==> src/rtl/binary_unpacker.sv <==
// Expands packed 1-bit pixel words into a stream of 7-bit gray pixels,
// tracking raster position and latching fg/bg gray levels once per frame.
module binary_unpacker #(
  parameter int H_PIXELS = 320,
  parameter int V_PIXELS = 240,
  parameter int WORD_W   = 16
) (
  input  logic                        clk_in,
  input  logic                        rst_n_in,
  input  logic [WORD_W-1:0]           word_in,
  input  logic                        word_valid_in,
  output logic                        word_ready_out,
  input  logic [6:0]                  fg_level_in,
  input  logic [6:0]                  bg_level_in,
  output logic [6:0]                  pixel_out,
  output logic                        pixel_valid_out,
  input  logic                        pixel_ready_in,
  output logic [$clog2(H_PIXELS)-1:0] hcount_out,
  output logic [$clog2(V_PIXELS)-1:0] vcount_out,
  output logic                        last_in_line_out,
  output logic                        last_in_frame_out
);

  localparam int HW = $clog2(H_PIXELS);
  localparam int VW = $clog2(V_PIXELS);
  localparam int BW = (WORD_W > 1) ? $clog2(WORD_W) : 1;
  localparam logic [HW-1:0] H_LAST   = HW'(H_PIXELS - 1);
  localparam logic [VW-1:0] V_LAST   = VW'(V_PIXELS - 1);
  localparam logic [BW-1:0] BIT_LAST = BW'(WORD_W - 1);

  logic [WORD_W-1:0] r_buf;
  logic              r_full;
  logic [BW-1:0]     r_bit_idx;
  logic [HW-1:0]     r_hcount;
  logic [VW-1:0]     r_vcount;
  logic [6:0]        r_fg;
  logic [6:0]        r_bg;

  logic              w_pix_hs;
  logic              w_word_hs;
  logic              w_last_bit;
  logic              w_h_end;
  logic              w_v_end;
  logic [HW-1:0]     w_next_h;
  logic [VW-1:0]     w_next_v;
  logic              w_origin;

  assign w_pix_hs       = r_full & pixel_ready_in;
  assign w_last_bit     = (r_bit_idx == BIT_LAST);
  assign word_ready_out = ~r_full | (w_last_bit & w_pix_hs);
  assign w_word_hs      = word_valid_in & word_ready_out;
  assign w_h_end        = (r_hcount == H_LAST);
  assign w_v_end        = (r_vcount == V_LAST);

  // Raster position the next emitted pixel will occupy after this edge
  always_comb begin
    w_next_h = r_hcount;
    w_next_v = r_vcount;
    if (w_pix_hs) begin
      if (w_h_end) begin
        w_next_h = '0;
        if (w_v_end) begin
          w_next_v = '0;
        end else begin
          w_next_v = r_vcount + VW'(1);
        end
      end else begin
        w_next_h = r_hcount + HW'(1);
        w_next_v = r_vcount;
      end
    end else begin
      w_next_h = r_hcount;
      w_next_v = r_vcount;
    end
  end

  // A word whose first pixel lands on (0,0) opens a new frame
  assign w_origin = (w_next_h == '0) && (w_next_v == '0);

  // Word buffer, bit pointer, raster counters and per-frame gray levels
  always_ff @(posedge clk_in) begin
    if (!rst_n_in) begin
      r_buf     <= '0;
      r_full    <= 1'b0;
      r_bit_idx <= '0;
      r_hcount  <= '0;
      r_vcount  <= '0;
      r_fg      <= 7'd127;
      r_bg      <= 7'd0;
    end else begin
      if (w_word_hs) begin
        r_buf     <= word_in;
        r_full    <= 1'b1;
        r_bit_idx <= '0;
      end else if (w_pix_hs) begin
        if (w_last_bit) begin
          r_full    <= 1'b0;
          r_bit_idx <= '0;
        end else begin
          r_bit_idx <= r_bit_idx + BW'(1);
        end
      end
      if (w_pix_hs) begin
        r_hcount <= w_next_h;
        r_vcount <= w_next_v;
      end
      if (w_word_hs && w_origin) begin
        r_fg <= fg_level_in;
        r_bg <= bg_level_in;
      end
    end
  end

  // Outputs are gated by the full flag so an empty buffer shows all zeros
  assign pixel_valid_out   = r_full;
  assign pixel_out         = r_full ? (r_buf[r_bit_idx] ? r_fg : r_bg) : 7'd0;
  assign hcount_out        = r_hcount;
  assign vcount_out        = r_vcount;
  assign last_in_line_out  = r_full & w_h_end;
  assign last_in_frame_out = r_full & w_h_end & w_v_end;

endmodule

==> config.mk <==
export PLATFORM = sky130hd
export DESIGN_NAME = binary_unpacker
export DESIGN_NICKNAME = d
export VERILOG_FILES = /design/src/rtl/binary_unpacker.sv
export SDC_FILE = /design/constraint.sdc
export NUM_CORES = 1
export LEC_CHECK = 0
export BUFFER_PORTS_ARGS = -buffer_cell sky130_fd_sc_hd__buf_4
export CORE_MARGIN = 8
export CORE_UTILIZATION = 32
export DETAILED_ROUTE_END_ITERATION = 6
export PLACE_DENSITY_LB_ADDON = 0.12
export SKIP_LAST_GASP = 1
export SYNTH_ARGS = -nofsm -noshare
export SYNTH_HDL_FRONTEND = slang
export SYNTH_SLANG_ARGS = --single-unit
==> constraint.sdc <==
create_clock -name clk_in -period 5.3 [get_ports clk_in]
set_clock_uncertainty 0.2 [all_clocks]
set_input_delay 0.53 -clock clk_in [delete_from_list [all_inputs] [get_ports clk_in]]
set_output_delay 0.53 -clock clk_in [all_outputs]
set_load 0.01 [all_outputs]
==> impl_metrics.env <==
export IMPL_drtAntennaViolNets=0
export IMPL_drt_first_iter_violations=115
export IMPL_drc=0
export IMPL_endpoint_kind="flop"
export IMPL_cts_repair_resized=0
export IMPL_grtUsageTotal_pct=12.3
export IMPL_worst_path_most_repeated_cell="or4_4"
export IMPL_fp_dieW_um=106
export IMPL_ir_drop_uv=115
export IMPL_syn_cell_area_sq_um=2610
export IMPL_syn2layout_area_growth_pct=23.7
export IMPL_wl_um=7090
export IMPL_grt_busiest_layer="met2"
export IMPL_slew_headroom_pct=24.3
export IMPL_pwr_share_clk_pct=34.4
export IMPL_required_ns=5.24
export IMPL_power_density_nw_per_um2=245
export IMPL_tns_ns=0
export IMPL_htreeDepth=2
export IMPL_worstPathArrival_ns=3.32
export IMPL_rsz0062_at_grt="false"
export IMPL_p_int_mw=0.595
export IMPL_ioPinCount=62
export IMPL_cp_start_kind="flop"
export IMPL_p_sw_mw=0.197
export IMPL_n_antenna_cell=0
export IMPL_path_class="reg -> reg"
export IMPL_rows=33
export IMPL_syn_avg_cell_area_sq_um=8.24
export IMPL_clk_pin_slew_worst_paths_ns=0.09
export IMPL_combinationalPowerShare_pct=12.7
export IMPL_yosys_area_top_type="dfxtp_1"
export IMPL_status="completed"
export IMPL_fin_crit_sh_pct=63.7
export IMPL_syn_nets=354
export IMPL_cp_max_fo=14
export IMPL_grtUsageMet2_pct=19.0
export IMPL_yosysWarnings=0
export IMPL_ys_top_cells_by_count="55 x nand2_1, 52 x dfxtp_1, 33 x a21oi_1"
export IMPL_antenna_found_initial=0
export IMPL_vias=2435
export IMPL_port_buffers=61
export IMPL_ctsHoldBuffers=0
export IMPL_overflow=0
export IMPL_path_cells="ha_1 -> nand4_1 -> or4_4 -> a2111oi_0 -> a31oi_1 -> or4_4 -> o21ai_0 -> a21oi_1"
export IMPL_numCtsBuffers=5
export IMPL_cp_slowest_cell="or4_4"
export IMPL_dr_pass1_iters=4
export IMPL_synth_top_area_share_pct=39.8
export IMPL_post_route_min_period_ns=3.37
export IMPL_swShare_pct=24.9
export IMPL_hold_violations=0
export IMPL_drive_gt1_share_pct=23.1
export IMPL_fmaxAchievable_ghz=0.296
export IMPL_total_power_mw=0.792
export IMPL_fin_nets=404
export IMPL_seq_power_share_pct=52.8
export IMPL_slew_violations=0
export IMPL_use_met3_pct=3.63
export IMPL_avgViaCountPerCell=5.15
export IMPL_synth_seq_cells=52
export IMPL_worst_pin_slew_ns=1.13
export IMPL_ys_dominant_reg_cell="dfxtp_1"
export IMPL_post_dp_hpwl_um=5150
export IMPL_root_buffer="clkbuf_8"
export IMPL_gp_congestion=0.797
export IMPL_grt_pass1_vias=2304
export IMPL_synth_distinct_cells=43
export IMPL_clkLatencyLatePin_ns=0.30
export IMPL_grt_pass1_wl_um=11500
export IMPL_grt_max_degree=34
export IMPL_synth_seq_area_share_pct=39.8
export IMPL_coreArea_sq_um=8050
export IMPL_cts_tree="built"
export IMPL_maxCapViolCount=0
export IMPL_numClockSinks=52
export IMPL_syn_inst=317
export IMPL_post_drt_wl_per_cell_um=15.0
export IMPL_die_h_um=106
export IMPL_async_flop_share_pct=0
export IMPL_finalSetupViolCount=0
export IMPL_slowest_delay_ns=0.65
export IMPL_start_util_pct=32.4
export IMPL_p_leak_nw=1.22
export IMPL_dieArea_sq_um=11300
export IMPL_hold_path_class="in -> reg"
export IMPL_use_met1_pct=16.4
export IMPL_yosysMostFrequentCell="nand2_1"
export IMPL_clock_path_buffers=2
export IMPL_synth_area_top_cells="dfxtp_1 40%, nand2_1 7.9%, a21oi_1 6.3%"
export IMPL_post_cts_buffers=0
export IMPL_synth_edf_count=0
## cell families (layout without fill, tap and decap cells)
family / count (synthesis) / after routing / share of synthesized area (%)
multiplexers: 13 / 13 / 7.42
AND/OR/NAND/NOR: 145 / 145 / 28.5
adder cells (fa/ha/maj): 3 / 3 / 1.44
AO/OA/AOI/OAI: 71 / 71 / 15.4
buffers and inverters: 24 / 75 / 4.31
flip-flops: 52 / 52 / 39.8
XOR/XNOR: 9 / 9 / 3.02
## worst paths after layout
| path | from | end | slack [ns] | depth (start not counted) |
|---|---|---|---|---|
| worst min register to register | r_buf[5] | r_buf[5] | 0.26 | 2 |
| worst min-delay path | word_valid_in | pixel_valid_out | 0.25 | 3 |
| worst max-delay path | hcount_out[0] | r_bg[1] | 1.93 | 8 |
| worst max register to register | hcount_out[0] | r_bg[1] | 1.93 | 8 |
## worst max-delay path: cells and delay by family (launching register included)
kind	cells	cell delay, ns
AOI/OAI and AO/OA	4	0.81
adders and majority gates	1	0.29
DFF	1	0.43
and+or+nand+nor	3	1.47
## registers in the layout, indices dropped and copies added (netlist names)
name	cells
hcount_out	9
pixel_valid_out	1
r_bg	7
r_bit_idx	4
r_buf	16
r_fg	7
vcount_out	8
## per-layer routing
metal	part of all wire (%)	vias up
met5	0	-
met3	6.0	5
li1	-	1217
met2	44	58
met4	0.80	0
met1	49	1155
## cells in the final DEF, fill, tap and decap left out, types with 4 or more instances in the layout
cell	netlist	layout
buf_4	1	63
nand2_1	55	55
dfxtp_1	52	52
a21oi_1	33	33
nand3_1	23	23
nor2_1	13	13
and2_1	12	12
o21ai_1	11	11
nor2b_1	10	10
o21ai_0	10	10
mux2i_1	7	7
xnor2_1	6	6
mux4_2	5	5
nor3_1	5	5
or3_1	5	5
clkbuf_8	0	5
nand4_1	4	4
inv_1	4	4
o31ai_1	4	4
## metrics by stage
stage	area, sq um	hold slack [ns]	setup slack, ns	cells	util (%)
CTS	3230	0.246	1.94	473	40.1
floorplan	2610	0.233	2.29	317	-
finish	3230	0.249	1.93	473	40.1
global placement	3120	0.241	2.02	465	38.7
global route	3230	0.262	1.65	473	40.1
detailed placement	3120	0.247	1.95	465	38.7
## power by group through the flow
stage,logic (mW),clock network [mW],registers [mW]
CTS,0.102,0.282,0.418
global placement,0.101,0,0.427
finish,0.101,0.273,0.418
floorplan,0.0638,0,0.423
detailed placement,0.102,0,0.427
global route,0.112,0.292,0.420
## layout make-up
type	instances	area [sq um]
Inverter	4	15.0
Fill cell	861	4820
Tap cell	105	131
Multi-Input combinational cell	241	1460
Timing Repair Buffer	63	473
Sequential cell	52	1040
Clock inverter	3	42.5
Clock buffer	5	68.8
Power figures use the tool's default switching activity.
